$ cat src/rtl/panda_pkg.sv
// Shared types for the Panda fetch unit.
// - fetch_state_e : fetch sequencer states
// - fetch_entry_t : one prefetch FIFO entry {instruction word, its PC}
package panda_pkg;

  localparam int unsigned XLEN    = 32;
  localparam int unsigned ENTRY_W = 2 * XLEN;

  typedef enum logic [1:0] {
    FETCH_BOOT  = 2'd0,
    FETCH_RUN   = 2'd1,
    FETCH_DRAIN = 2'd2
  } fetch_state_e;

  typedef struct packed {
    logic [XLEN-1:0] instr;
    logic [XLEN-1:0] pc;
  } fetch_entry_t;

endpackage

$ cat src/rtl/panda_fifo.sv
// Synchronous FIFO with flush; the head entry is presented on data_o.
// Ports: clk_i/rst_ni, flush_i (empties the FIFO, wins over push/pop),
//        push_i/data_i, pop_i, data_o (head), full_o, empty_o, count_o.
// A push on a full FIFO is accepted only when a pop frees the slot in the same cycle.
module panda_fifo #(
  parameter int unsigned WIDTH = 32,
  parameter int unsigned DEPTH = 2,
  localparam int unsigned CNT_W = $clog2(DEPTH + 1)
) (
  input  logic             clk_i,
  input  logic             rst_ni,
  input  logic             flush_i,
  input  logic             push_i,
  input  logic [WIDTH-1:0] data_i,
  input  logic             pop_i,
  output logic [WIDTH-1:0] data_o,
  output logic             full_o,
  output logic             empty_o,
  output logic [CNT_W-1:0] count_o
);

  localparam int unsigned PTR_W = (DEPTH > 1) ? $clog2(DEPTH) : 1;

  logic [WIDTH-1:0] mem_q [DEPTH];
  logic [PTR_W-1:0] wr_q;
  logic [PTR_W-1:0] rd_q;
  logic [CNT_W-1:0] cnt_q;
  logic             do_push;
  logic             do_pop;

  function automatic logic [PTR_W-1:0] ptr_inc(input logic [PTR_W-1:0] p);
    return (p == PTR_W'(DEPTH - 1)) ? '0 : p + PTR_W'(1);
  endfunction

  assign empty_o = (cnt_q == '0);
  assign full_o  = (cnt_q == CNT_W'(DEPTH));
  assign count_o = cnt_q;
  assign data_o  = mem_q[rd_q];
  assign do_pop  = pop_i & ~empty_o;
  assign do_push = push_i & (~full_o | do_pop);

  // Storage is reset so the head reads as zero out of reset.
  always_ff @(posedge clk_i or negedge rst_ni) begin
    if (!rst_ni) begin
      for (int i = 0; i < int'(DEPTH); i++) mem_q[i] <= '0;
      wr_q  <= '0;
      rd_q  <= '0;
      cnt_q <= '0;
    end else if (flush_i) begin
      wr_q  <= '0;
      rd_q  <= '0;
      cnt_q <= '0;
    end else begin
      if (do_push) begin
        mem_q[wr_q] <= data_i;
        wr_q        <= ptr_inc(wr_q);
      end
      if (do_pop) rd_q <= ptr_inc(rd_q);
      cnt_q <= cnt_q + CNT_W'(do_push) - CNT_W'(do_pop);
    end
  end

  a_no_overflow: assert property (@(posedge clk_i) disable iff (!rst_ni)
    !(push_i && full_o && !pop_i && !flush_i));

endmodule

$ cat src/rtl/panda_fetch_unit.sv
// Decoupled instruction fetch: req/gnt/rvalid memory side, valid/ready decode side.
// Ports: clk_i/rst_ni; redirect_i/redirect_pc_i (new fetch PC, flush);
//        instr_valid_o/instr_ready_i/instr_o/instr_pc_o toward decode;
//        instr_req_o/instr_addr_o/instr_gnt_i/instr_rvalid_i/instr_rdata_i toward memory.
module panda_fetch_unit
  import panda_pkg::*;
#(
  parameter logic [31:0] BOOT_ADDR       = 32'h0000_0000,
  parameter int unsigned FIFO_DEPTH      = 2,
  parameter int unsigned MAX_OUTSTANDING = 2
) (
  input  logic        clk_i,
  input  logic        rst_ni,
  input  logic        redirect_i,
  input  logic [31:0] redirect_pc_i,
  output logic        instr_valid_o,
  input  logic        instr_ready_i,
  output logic [31:0] instr_o,
  output logic [31:0] instr_pc_o,
  output logic        instr_req_o,
  output logic [31:0] instr_addr_o,
  input  logic        instr_gnt_i,
  input  logic        instr_rvalid_i,
  input  logic [31:0] instr_rdata_i
);

  localparam int unsigned CNT_W  = $clog2(MAX_OUTSTANDING + 1);
  localparam int unsigned FCNT_W = $clog2(FIFO_DEPTH + 1);

  fetch_state_e      state_q;
  logic [31:0]       fetch_pc_q;
  logic [31:0]       pend_addr_q;
  logic              pend_q;
  logic              stale_q;
  logic [CNT_W-1:0]  out_cnt_q;
  logic [CNT_W-1:0]  discard_q;

  logic              pop;
  logic              gnt_fire;
  logic              rv_fire;
  logic              hold;
  logic              credit;
  logic              push_fifo;
  logic [31:0]       used;
  logic [CNT_W-1:0]  out_next;
  logic [CNT_W-1:0]  redir_discard;

  fetch_entry_t      push_entry;
  fetch_entry_t      head_entry;
  logic              fifo_empty;
  logic              fifo_full;
  logic [FCNT_W-1:0] fifo_count;
  logic [31:0]       pcq_head;
  logic              pcq_full;
  logic              pcq_empty;
  logic [CNT_W-1:0]  pcq_count;
  logic              unused_sink;

  // Request/credit datapath. A same-cycle pop frees a slot so streaming has no bubbles.
  always_comb begin
    pop           = instr_valid_o & instr_ready_i;
    rv_fire       = instr_rvalid_i & (out_cnt_q != '0);
    used          = 32'(out_cnt_q) + 32'(fifo_count) - 32'(pop);
    credit        = (used < FIFO_DEPTH) && (32'(out_cnt_q) < MAX_OUTSTANDING);
    instr_req_o   = pend_q | ((state_q == FETCH_RUN) & credit);
    instr_addr_o  = pend_q ? pend_addr_q : fetch_pc_q;
    gnt_fire      = instr_req_o & instr_gnt_i;
    hold          = instr_req_o & ~instr_gnt_i;
    out_next      = out_cnt_q + CNT_W'(gnt_fire) - CNT_W'(rv_fire);
    // Responses still due after a redirect, plus a held request that is not yet granted.
    redir_discard = out_next + CNT_W'(hold);
    push_fifo     = rv_fire & ~redirect_i & (discard_q == '0);
    push_entry    = '{instr: instr_rdata_i, pc: pcq_head};
  end

  assign instr_valid_o = ~fifo_empty;
  assign instr_o       = head_entry.instr;
  assign instr_pc_o    = head_entry.pc;
  assign unused_sink   = ^{fifo_full, pcq_full, pcq_empty, pcq_count, redirect_pc_i[1:0]};

  // Sequencer: state, fetch PC, in-flight and discard counters, held request.
  always_ff @(posedge clk_i or negedge rst_ni) begin
    if (!rst_ni) begin
      state_q     <= FETCH_BOOT;
      fetch_pc_q  <= BOOT_ADDR;
      pend_addr_q <= '0;
      pend_q      <= 1'b0;
      stale_q     <= 1'b0;
      out_cnt_q   <= '0;
      discard_q   <= '0;
    end else begin
      out_cnt_q <= out_next;
      pend_q    <= hold;
      if (hold) pend_addr_q <= instr_addr_o;
      if (redirect_i) begin
        fetch_pc_q <= {redirect_pc_i[31:2], 2'b00};
        discard_q  <= redir_discard;
        stale_q    <= hold;
        state_q    <= (redir_discard != '0) ? FETCH_DRAIN : FETCH_RUN;
      end else begin
        if (gnt_fire) stale_q <= 1'b0;
        // A stale held request completes at its old address without advancing the PC.
        if (gnt_fire && !(pend_q && stale_q)) fetch_pc_q <= fetch_pc_q + 32'd4;
        if (rv_fire && (discard_q != '0)) discard_q <= discard_q - CNT_W'(1);
        case (state_q)
          FETCH_BOOT:  state_q <= FETCH_RUN;
          FETCH_RUN:   state_q <= FETCH_RUN;
          FETCH_DRAIN: begin
            if ((discard_q == '0) || (rv_fire && (discard_q == CNT_W'(1))))
              state_q <= FETCH_RUN;
          end
          default:     state_q <= FETCH_BOOT;
        endcase
      end
    end
  end

  panda_fifo #(.WIDTH(ENTRY_W), .DEPTH(FIFO_DEPTH)) u_prefetch (
    .clk_i   (clk_i),
    .rst_ni  (rst_ni),
    .flush_i (redirect_i),
    .push_i  (push_fifo),
    .data_i  (push_entry),
    .pop_i   (pop),
    .data_o  (head_entry),
    .full_o  (fifo_full),
    .empty_o (fifo_empty),
    .count_o (fifo_count)
  );

  // PCs of granted requests, consumed in order as responses return.
  panda_fifo #(.WIDTH(32), .DEPTH(MAX_OUTSTANDING)) u_pc_queue (
    .clk_i   (clk_i),
    .rst_ni  (rst_ni),
    .flush_i (1'b0),
    .push_i  (gnt_fire),
    .data_i  (instr_addr_o),
    .pop_i   (rv_fire),
    .data_o  (pcq_head),
    .full_o  (pcq_full),
    .empty_o (pcq_empty),
    .count_o (pcq_count)
  );

  a_rvalid_expected: assert property (@(posedge clk_i) disable iff (!rst_ni)
    instr_rvalid_i |-> (out_cnt_q != '0));

endmodule

$ cat config.mk
export PLATFORM = sky130hd
export DESIGN_NAME = panda_fetch_unit
export DESIGN_NICKNAME = d
export VERILOG_FILES = /design/src/rtl/panda_pkg.sv /design/src/rtl/panda_fifo.sv /design/src/rtl/panda_fetch_unit.sv
export SDC_FILE = /design/constraint.sdc
export NUM_CORES = 1
export LEC_CHECK = 0
export ABC_CLOCK_PERIOD_IN_PS = 3900
export BUFFER_PORTS_ARGS = -buffer_cell sky130_fd_sc_hd__buf_2
export CORE_MARGIN = 2
export CORE_UTILIZATION = 55
export DETAILED_ROUTE_END_ITERATION = 10
export PLACE_DENSITY = 0.84
export SYNTH_ARGS = -nofsm -noshare
export SYNTH_HDL_FRONTEND = slang
export SYNTH_HIERARCHICAL = 1
export SYNTH_SLANG_ARGS = --single-unit
export TNS_END_PERCENT = 100
$ cat constraint.sdc
create_clock -name clk_i -period 3.9 [get_ports clk_i]
set_input_delay 0.39 -clock clk_i [delete_from_list [all_inputs] [get_ports clk_i]]
set_output_delay 0.39 -clock clk_i [all_outputs]
set_load 0.01 [all_outputs]
==> results.sh, run 1 <==
export IMPL_io_buffers=165
export IMPL_p_clk_share_pct=27.3
export IMPL_die_h_um=158.7
export IMPL_place_area_um2=14330
export IMPL_final_cell_area_um2=15310
export IMPL_crit_arrival_ns=4.08
export IMPL_worst_clock_skew_ns=0.01385
export IMPL_endpoint_kind="flop"
export IMPL_cp_max_fo=5
export IMPL_netlist_area_um2=13170
export IMPL_hpwl_um=18930
export IMPL_hold_viol=0
export IMPL_drc=0
export IMPL_final_period_utilization_pct=94.29
export IMPL_fill_cells=1729
export IMPL_period_minus_slack_ns=3.677
export IMPL_crit_type="flop to flop"
export IMPL_peakVddDrop_uv=342.1
export IMPL_cts_root_buf="clkbuf_16"
export IMPL_diodes=0
export IMPL_synth_warnings=6
export IMPL_dr_pass1_iters=5
export IMPL_power_net_switching_uw=2929
export IMPL_slew_headroom_pct=29.82
export IMPL_tightest_slew_ns=1.053
export IMPL_cts_max_path_buffers=3
export IMPL_wirelength_um=27960
export IMPL_p_per_area_nw_per_um2=639.8
export IMPL_clkSinkCount=270
export IMPL_initial_core_util_pct=56.10
export IMPL_max_cap_violations=0
export IMPL_grtUsageTotal_pct=22.47
export IMPL_dieArea_um2=25200
export IMPL_routabilityCongestion=0.8988
export IMPL_avgRoutedWirePerCell_um=19.03
export IMPL_post_drt_via_cell_ratio=5.658
export IMPL_path_clk_slew_ns=0.06
export IMPL_rsz0062_at_grt="yes"
export IMPL_slew_violations=0
export IMPL_setup_viol=0
export IMPL_cts_htree_levels=1
export IMPL_clk_latency_ns=0.53
export IMPL_p_sw_share_pct=29.89
export IMPL_p_int_uw=6870
export IMPL_first_iter_violations=496
export IMPL_combPwrFrac_pct=30.4
export IMPL_io_pins=168
export IMPL_drive_above_1_share_pct=52.09
export IMPL_fp_row_count=56
export IMPL_nNetsFinal=1212
export IMPL_grt_max_degree=107
export IMPL_syn_area_per_cell_um2=13.73
export IMPL_grt_pass1_vias=8560
export IMPL_core_area_um2=23470
export IMPL_seq_power_share_pct=42.2
export IMPL_p_leak_uw=0.007229
export IMPL_p_total_uw=9799
export IMPL_grt_pass1_wl_um=46340
export IMPL_status="finished clean"
export IMPL_fmax_mhz=271.9
export IMPL_setup_tns_final_ns=0
export IMPL_syn_to_final_growth_pct=16.31
export IMPL_min_delay_path_class="input pin to flop"
export IMPL_grt_ovfl_total=0
export IMPL_cts_buffers=29
export IMPL_cts_tree="done"
export IMPL_vias=8311
export IMPL_required_ns=4.31
export IMPL_dpl_worst_slack_ns=0.09052
export IMPL_drtAntennaViolNets=0
export IMPL_fin_ws_ns=0.2226
export IMPL_die_w_um=158.7
export IMPL_synth_cells=959
export IMPL_antenna_found_initial=0
export IMPL_startpoint_type="flop"
==> path summary, 6_finish.rpt <==
path	cells past startpoint	slack, ns	endpoint	start
max in group asynchronous	3	2.33	u_prefetch/mem_q[124]	rst_ni
setup / recovery	17	0.22	state_q[1]	u_prefetch/count_o[1]
setup reg to reg	17	0.22	state_q[1]	u_prefetch/count_o[1]
min in group asynchronous	2	0.51	pend_addr_q[8]	rst_ni
hold / removal	3	0.07	fetch_pc_q[28]	redirect_pc_i[28]
hold reg to reg	1	0.49	u_prefetch/mem_q[0]	u_prefetch/mem_q[0]
==> through the flow <==
step / util, % / std cells / hold slack, ns
after floorplan: - / 964 / 0.09441
after global placement: 61.04 / 1414 / 0.4623
after detailed placement: 61.04 / 1414 / 0.4770
after CTS: 65.17 / 1468 / 0.05136
after global routing: 65.25 / 1469 / 0.07415
final: 65.25 / 1469 / 0.07139
==> area by class of cell <==
class	count	area (um2)	area share, %
well taps	319	399.1	2.606
inverters	23	86.33	0.5637
clock inverters	12	97.59	0.6373
flip-flops and latches	270	6758	44.13
multi-input cells	617	6060	39.57
clock buffers	41	860.8	5.621
repair buffers	187	1054	6.879
==> repair_timing <==
item,in CTS,in global routing
buffers inserted,0,1
endpoints found under the setup margin,0,3
resized for setup,0,4
hold buffers,1,0
hold endpoints to repair,102,0
==> cells in the final DEF (no fill, tap or decap), types with 7 or more instances in the layout <==
cell type  count
inv_1         22
clkbuf_16     29
and2_1         7
xor2_1         7
mux2_4        90
a2111oi_2      8
nor2_1        17
ha_1          13
dfrtp_1      269
o21ai_0       30
a31oi_1        7
buf_4         17
nand3_1       14
mux2_2       253
nand4_1       14
a211oi_1       8
clkbuf_8       9
nand2_1       42
xnor2_1       23
nor2b_1        9
buf_2        164
==> registers in the layout (all words and copies together) (netlist names) <==
register and count:
u_pc_queue/count_o 2, pend_q 1, u_pc_queue/rd_q 1, u_pc_queue/mem_q 64, state_q 2, u_prefetch/wr_q 1
u_prefetch/rd_q 1, u_pc_queue/wr_q 1, pend_addr_q 32, out_cnt_q 2, u_prefetch/mem_q 128, u_prefetch/count_o 2
stale_q 1, discard_q 2, fetch_pc_q 30
==> critical path, cell delays in order, from the launching register on <==
cell     delay (ns)
dfrtp_1        0.43
nor2_2         0.15
nor2b_2        0.07
ha_1           0.30
nor2b_1        0.14
fa_1           0.45
nor4b_2        0.28
o21ai_1        0.14
nand2_1        0.15
nand2_1        0.08
ha_1           0.30
inv_1          0.04
ha_1           0.18
xnor2_1        0.19
xnor2_1        0.13
xor2_1         0.18
o21ai_0        0.23
o31ai_1        0.11
==> metal layers <==
layer  vias up  wire [um]  GRT usage [%]
met5         -          0              0
met3        55       1510          3.135
met4         0        754          6.881
met2       265      12920          35.25
li1       3784          -              -
met1      4207      12770          32.64
==> power groups by stage <==
stage,Sequential [uW],Clock (uW),Combinational (uW)
after detailed placement,4160,0,2930
after floorplan,3970,0,2130
after global placement,4080,0,2840
after CTS,4130,2730,2980
after global routing,4250,2850,3250
final,4140,2680,2980
No activity file was read; power rests on OpenSTA's default activity.
==> run 2: changes to the inputs <==
CORE_ASPECT_RATIO = 1.4   (was default)
MAX_ROUTING_LAYER = met4   (was default)
==> run 2 against run 1 <==
- wire length is 2.3% higher
- count of clock-buffer cells in the layout down 4
- non-clock buffer count is 5 higher
- maximum frequency is 0.81% lower
- sequential power is essentially flat
- flip-flop and latch count unchanged
- cell count shrank 0.34%
- critical endpoint is now fetch_pc_q[9]
- highest routed layer unchanged
==> results.sh, run 2 (synthesis gave the netlist of run 1 again) <==
export IMPL_slew_violations=0
export IMPL_hpwl_um=19090
export IMPL_hold_end="fetch_pc_q[10]"
export IMPL_period_minus_slack_ns=3.707
export IMPL_dieArea_um2=25210
export IMPL_layout_cells_non_filler=1464
export IMPL_grt_ovfl_total=0
export IMPL_status="finished clean"
export IMPL_worst_clock_skew_ns=0.008687
export IMPL_cp_max_fo=11
export IMPL_fp_row_count=67
export IMPL_wirelength_um=28600
export IMPL_startpoint_type="flop"
export IMPL_drc=0
export IMPL_hold_viol=0
export IMPL_io_pins=168
export IMPL_cts_tree="done"
export IMPL_largest_register="u_prefetch/mem_q"
export IMPL_clk_latency_ns=0.54
export IMPL_cts_htree_levels=1
export IMPL_tightest_slew_ns=0.8158
export IMPL_min_delay_path_class="input pin to flop"
export IMPL_grt_pass1_wl_um=46220
export IMPL_crit_family="simple AND/OR/NAND/NOR gates"
export IMPL_first_iter_violations=385
export IMPL_p_leak_uw=0.007320
export IMPL_core_area_um2=23720
export IMPL_vias=8305
export IMPL_p_per_area_nw_per_um2=647.9
export IMPL_cpMaxStageDelayCell="or4_1"
export IMPL_nNetsFinal=1215
export IMPL_dr_pass1_iters=5
export IMPL_endpoint_kind="flop"
export IMPL_final_util_pct=65.22
export IMPL_crit_arrival_ns=4.17
export IMPL_register_area_um2=6759
export IMPL_path_clk_slew_ns=0.06
export IMPL_layout_common_cells="dfrtp_1, mux2_2, buf_2"
export IMPL_crit_type="flop to flop"
export IMPL_r2r_cells=10
export IMPL_avgRoutedWirePerCell_um=19.54
export IMPL_final_period_utilization_pct=95.06
export IMPL_cts_max_path_buffers=3
export IMPL_place_inst=1410
export IMPL_required_ns=4.36
export IMPL_largest_reg_flops=128
export IMPL_max_cap_violations=0
export IMPL_peakVddDrop_uv=360.8
export IMPL_final_common_cell="dfrtp_1"
export IMPL_fill_cells=1698
export IMPL_die_w_um=134.8
export IMPL_multiInputGateArea_um2=6090
export IMPL_setup_viol=0
export IMPL_worstHoldStart="redirect_pc_i[10]"
export IMPL_slew_headroom_pct=45.61
export IMPL_r2r_slack_ns=0.19
export IMPL_reg_top3="u_prefetch/mem_q: 128 flops, u_pc_queue/mem_q: 64 flops, pend_addr_q: 32 flops"
export IMPL_routabilityCongestion=0.8693
export IMPL_grtUsageTotal_pct=23.45
export IMPL_path_cells="nor2_2 -> nor2b_2 -> ha_1 -> nor2b_2 -> fa_1 -> or4b_1 -> a2111o_1 -> and2_1 -> or4_1 -> a31oi_1"
export IMPL_io_buffers=165
export IMPL_drive_above_1_share_pct=52.78
export IMPL_cts_buffers=27
export IMPL_clkSinkCount=270
export IMPL_crit_top_cell="nor2b_2"
export IMPL_grt_max_degree=92
export IMPL_syn_to_final_growth_pct=17.50
export IMPL_die_h_um=187.1
export IMPL_post_drt_via_cell_ratio=5.673
export IMPL_antenna_found_initial=3
export IMPL_crit_path_max_incr_delay_ns=0.56
export IMPL_drtAntennaViolNets=0
export IMPL_cp_buffers_inverters=0
export IMPL_fmax_mhz=269.7
export IMPL_initial_core_util_pct=55.50
export IMPL_cts_root_buf="clkbuf_16"
export IMPL_r2r_start="u_prefetch/count_o[0]"
export IMPL_rr_endpoint="fetch_pc_q[9]"
export IMPL_grt_pass1_vias=8869
export IMPL_min_delay_path_depth=3
==> run 2: layout make-up <==
type	count	area share (%)
diodes	2	0.03235
clock buffers	37	5.192
clock inverters	13	1.456
inverters	23	0.5580
multi-input cells	617	39.36
flip-flops and latches	270	43.68
well taps	310	2.507
repair buffers	192	7.213
==> run 2: where the power goes <==
part / switching (uW) / internal [uW] / total [uW]
Clock: 1100 / 1840 / 2930
Sequential: 493 / 3630 / 4120
Combinational: 1300 / 1670 / 2970
Total: 2890 / 7130 / 10000
==> run 2: how the worst max path moves through the flow <==
stage               slack [ns]             startpoint  cells past startpoint             to
floorplan                 0.32  u_prefetch/count_o[1]                     16     state_q[1]
global placement          0.19          instr_ready_i                     16     state_q[1]
detailed placement        0.02  u_prefetch/count_o[1]                     16     state_q[1]
CTS                      0.006  u_prefetch/count_o[1]                     17     state_q[0]
global route             -0.06  u_prefetch/count_o[0]                     18   discard_q[1]
finish                    0.19  u_prefetch/count_o[0]                     10  fetch_pc_q[9]
==> run 2: timing repair <==
action,in CTS,in global routing
resized for setup,0,9
setup buffers,0,1
hold endpoints to repair,87,0
hold buffers,1,0
endpoints found under the setup margin,0,39
==> run 2: per-layer routing <==
layer | track usage [%] | vias up | routed length (um)
met1 | 28.15 | 4208 | 11530
met4 | 8.178 | 0 | 869
met5 | - | - | 0
met3 | 3.550 | 69 | 1341
met2 | 40.08 | 249 | 14870
li1 | - | 3779 | -
==> run 2: through the flow <==
step	TNS, ns	worst slack (ns)	hold slack [ns]	area (um2)	total power [uW]
2_1_floorplan	0	0.3190	0.09441	13190	6095
3_3_place_gp	0	0.1884	0.4303	14390	6892
3_5_place_dp	0	0.02001	0.4378	14390	7059
4_1_cts	0	0.005831	0.05121	15430	10050
5_1_grt	-0.06711	-0.05547	0.07013	15470	10550
6_report	0	0.1927	0.06610	15470	10020
==> run 2: worst reg2reg max path, cell delays in order, from the launching register on <==
cell and delay [ns]:
dfrtp_2 0.44, nor2_2 0.15, nor2b_2 0.08, ha_1 0.32, nor2b_2 0.14, fa_1 0.45, or4b_1 0.52, a2111o_1 0.47
and2_1 0.33, or4_1 0.56, a31oi_1 0.17
==> run 3: changes to the inputs <==
ABC_CLOCK_PERIOD_IN_PS = 3270   (was 3900)
CORE_UTILIZATION = 52   (was 55)
SYNTH_HIERARCHICAL = default   (was 1)
clock period = 3.27 ns   (was 3.9 ns; I/O delays follow)
==> run 3 against run 2 <==
- the run now ends with setup timing left
- clock skew up 0.0059 ns
- first-iteration DRC count increased by 41%
- synthesized area fell by 6.1%
- largest cell class unchanged
- flip-flop and latch count unchanged
- non-clock buffer count rose by 20
- critical path type unchanged
- worst hold slack worse by 0.053 ns
- total power rose by 41%
==> results.sh, run 3 <==
export IMPL_largest_reg_flops=128
export IMPL_final_common_cell="dfrtp_1"
export IMPL_endpoint_kind="flop"
export IMPL_reg_top3="u_prefetch.mem_q: 128 flops, u_pc_queue.mem_q: 64 flops, pend_addr_q: 32 flops"
export IMPL_dr_pass1_iters=5
export IMPL_ys_flop_type="dfrtp_1"
export IMPL_slew_violations=0
export IMPL_grt_ovfl_total=0
export IMPL_fin_ws_ns=-0.4315
export IMPL_startpoint_type="flop"
export IMPL_die_h_um=186.5
export IMPL_dpl_worst_slack_ns=-0.1874
export IMPL_p_leak_uw=0.007026
export IMPL_ys_ff_latch=270
export IMPL_path_clk_slew_ns=0.07
export IMPL_synthTopCellsByCount="dfrtp_1, nand2_1, mux2_2, o21ai_0, nor2_1"
export IMPL_period_minus_slack_ns=3.701
export IMPL_min_delay_path_depth=3
export IMPL_cpMaxStageDelayCell="fa_2"
export IMPL_worst_clock_skew_ns=0.01460
export IMPL_synth_top_family_by_area="multiplexers"
export IMPL_drive_above_1_share_pct=32.15
export IMPL_cts_htree_levels=1
export IMPL_min_delay_path_class="input pin to flop"
export IMPL_largest_register="u_prefetch.mem_q"
export IMPL_yosysMostFrequentCell="dfrtp_1"
export IMPL_status="finished with violations"
export IMPL_hpwl_um=18530
export IMPL_layout_common_cells="dfrtp_1, buf_2, nand2_1"
export IMPL_setup_tns_final_ns=-2.296
export IMPL_clkSinkCount=270
export IMPL_wirelength_um=29770
export IMPL_synth_top_area_cell="dfrtp_1"
export IMPL_fp_row_count=66
export IMPL_syn_nets=1225
export IMPL_routabilityCongestion=0.8245
export IMPL_synth_area_top_cells="dfrtp_1, mux2_2, mux2i_1, o21ai_0, nand2_1"
export IMPL_layout_cells_non_filler=1634
export IMPL_synth_top_cell_area_share_pct=54.62
export IMPL_syn_to_final_growth_pct=21.67
export IMPL_fmax_mhz=270.2
export IMPL_max_cap_violations=0
export IMPL_violations="setup timing"
export IMPL_synth_area_mux_share_pct=17.71
export IMPL_setup_viol=31
export IMPL_cts_root_buf="clkbuf_16"
export IMPL_dieArea_um2=25060
export IMPL_p_clk_share_pct=23.2
export IMPL_nNetsFinal=1393
export IMPL_synthAdderAreaFrac_pct=1.477
export IMPL_vias=9286
export IMPL_initial_core_util_pct=53.12
export IMPL_synth_cells=1141
export IMPL_die_w_um=134.4
export IMPL_combPwrFrac_pct=37.9
export IMPL_synth_edf_count=0
export IMPL_synth_warnings=0
export IMPL_p_per_area_nw_per_um2=937.4
export IMPL_diodes=0
export IMPL_tightest_slew_ns=1.426
export IMPL_clk_latency_ns=0.53
export IMPL_r2r_cells=17
export IMPL_syn_area_per_cell_um2=10.84
export IMPL_final_cell_area_um2=15050
export IMPL_antenna_found_initial=0
export IMPL_seq_power_share_pct=38.9
export IMPL_hold_viol=0
export IMPL_avgRoutedWirePerCell_um=18.22
export IMPL_place_area_um2=13650
export IMPL_synthArstFlopShare_pct=100.0
export IMPL_io_pins=168
export IMPL_peakVddDrop_uv=590.2
export IMPL_io_buffers=165
export IMPL_cp_max_fo=3
export IMPL_cts_tree="done"
export IMPL_final_period_utilization_pct=113.2
export IMPL_ys_types=50
export IMPL_seq_area_frac_synth_pct=54.62
export IMPL_rsz0062_at_grt="yes"
export IMPL_post_drt_via_cell_ratio=5.683
export IMPL_core_area_um2=23290
export IMPL_power_net_switching_uw=4946
export IMPL_fill_cells=1698
export IMPL_p_sw_share_pct=35.05
export IMPL_first_iter_violations=543
export IMPL_cts_buffers=26
export IMPL_crit_type="flop to flop"
export IMPL_netlist_area_um2=12370
export IMPL_synth_simple_area_share_pct=9.720
export IMPL_crit_arrival_ns=4.10
export IMPL_path_cells="inv_2 -> nand2_2 -> and2_4 -> ha_4 -> nor2b_4 -> fa_2 -> nor4b_4 -> o211a_1 -> o21ai_2 -> ha_1 -> inv_2 -> ha_4 -> xnor2_4 -> xnor2_2 -> xor2_2 -> o21ai_1 -> o31ai_1"
export IMPL_grt_max_degree=103
export IMPL_final_util_pct=64.64
export IMPL_synth_compound_area_share_pct=10.65
export IMPL_place_inst=1569
export IMPL_drc=0
export IMPL_grt_pass1_vias=9359
export IMPL_crit_path_max_incr_delay_ns=0.46
export IMPL_drtAntennaViolNets=0
export IMPL_synth_xor_area_share_pct=1.982
export IMPL_slew_headroom_pct=4.903
export IMPL_grt_pass1_wl_um=46130
export IMPL_p_int_uw=9164
export IMPL_cts_max_path_buffers=3
export IMPL_required_ns=3.67
export IMPL_grtUsageTotal_pct=23.15
-- run 3: per-stage QoR --
step,hold WS (ns),power [uW]
final,0.01357,14110
after global routing,0.02302,14910
after CTS,0.0009484,13770
after detailed placement,0.4192,10270
after global placement,0.4013,9954
after floorplan,0.03141,8538
-- run 3: logic make-up after synthesis --
kind of cell	after synthesis
flops	270
compound gates	225
xor+xnor	28
simple gates	279
mux	202
fa+ha+maj	14
buf+inv	123
-- run 3: power groups by stage --
stage               Combinational, uW  Clock, uW  Sequential [uW]
floorplan                        3420          0             5120
global placement                 4560          0             5390
detailed placement               4760          0             5500
CTS                              5000       3310             5460
global route                     5810       3460             5630
finish                           5340       3280             5490
-- run 3: path summary, 6_finish.rpt --
path | slack (ns) | startpoint | end
worst max register to register | -0.43 | u_prefetch.count_o[1] | state_q[1]
min in group asynchronous | 0.43 | rst_ni | u_pc_queue.mem_q[42]
worst min register to register | 0.48 | u_prefetch.mem_q[17] | u_prefetch.mem_q[17]
worst min-delay path | 0.01 | redirect_pc_i[9] | fetch_pc_q[9]
worst max-delay path | -0.43 | u_prefetch.count_o[1] | state_q[1]
max in group asynchronous | 1.86 | rst_ni | u_prefetch.mem_q[99]
-- run 3: critical path, delay by kind of cell (launching register included) --
family	cells	cell delay [ns]
simple gates	4	0.61
buf+inv	2	0.13
flops	1	0.41
xor+xnor	3	0.50
fa+ha+maj	4	1.20
compound gates	4	0.71
-- run 3: routing by layer --
| layer | GRT usage [%] | share of wire, % | up-vias |
|---|---|---|---|
| met5 | - | 0 | - |
| met4 | 9.676 | 4.2 | 0 |
| met3 | 3.097 | 5.4 | 94 |
| met2 | 38.46 | 50 | 355 |
| met1 | 28.46 | 40 | 4567 |
| li1 | - | - | 4270 |
-- run 3: final cells by class --
| class | instances | area [um2] | share of cell area, % |
|---|---|---|---|
| clock buffers | 34 | 742.0 | 4.929 |
| clock inverters | 13 | 200.2 | 1.330 |
| inverters | 51 | 191.4 | 1.272 |
| multi-input cells | 748 | 5454 | 36.23 |
| flip-flops and latches | 270 | 6760 | 44.91 |
| well taps | 306 | 382.9 | 2.544 |
| repair buffers | 212 | 1321 | 8.778 |
-- run 3: repair_timing --
item,CTS,global route
endpoints found under the setup margin,7,28
gates cloned,0,1
buffers inserted,5,9
gates resized for setup,19,39
hold buffers,7,0
endpoints found under the hold margin,104,0
pin swaps,7,8
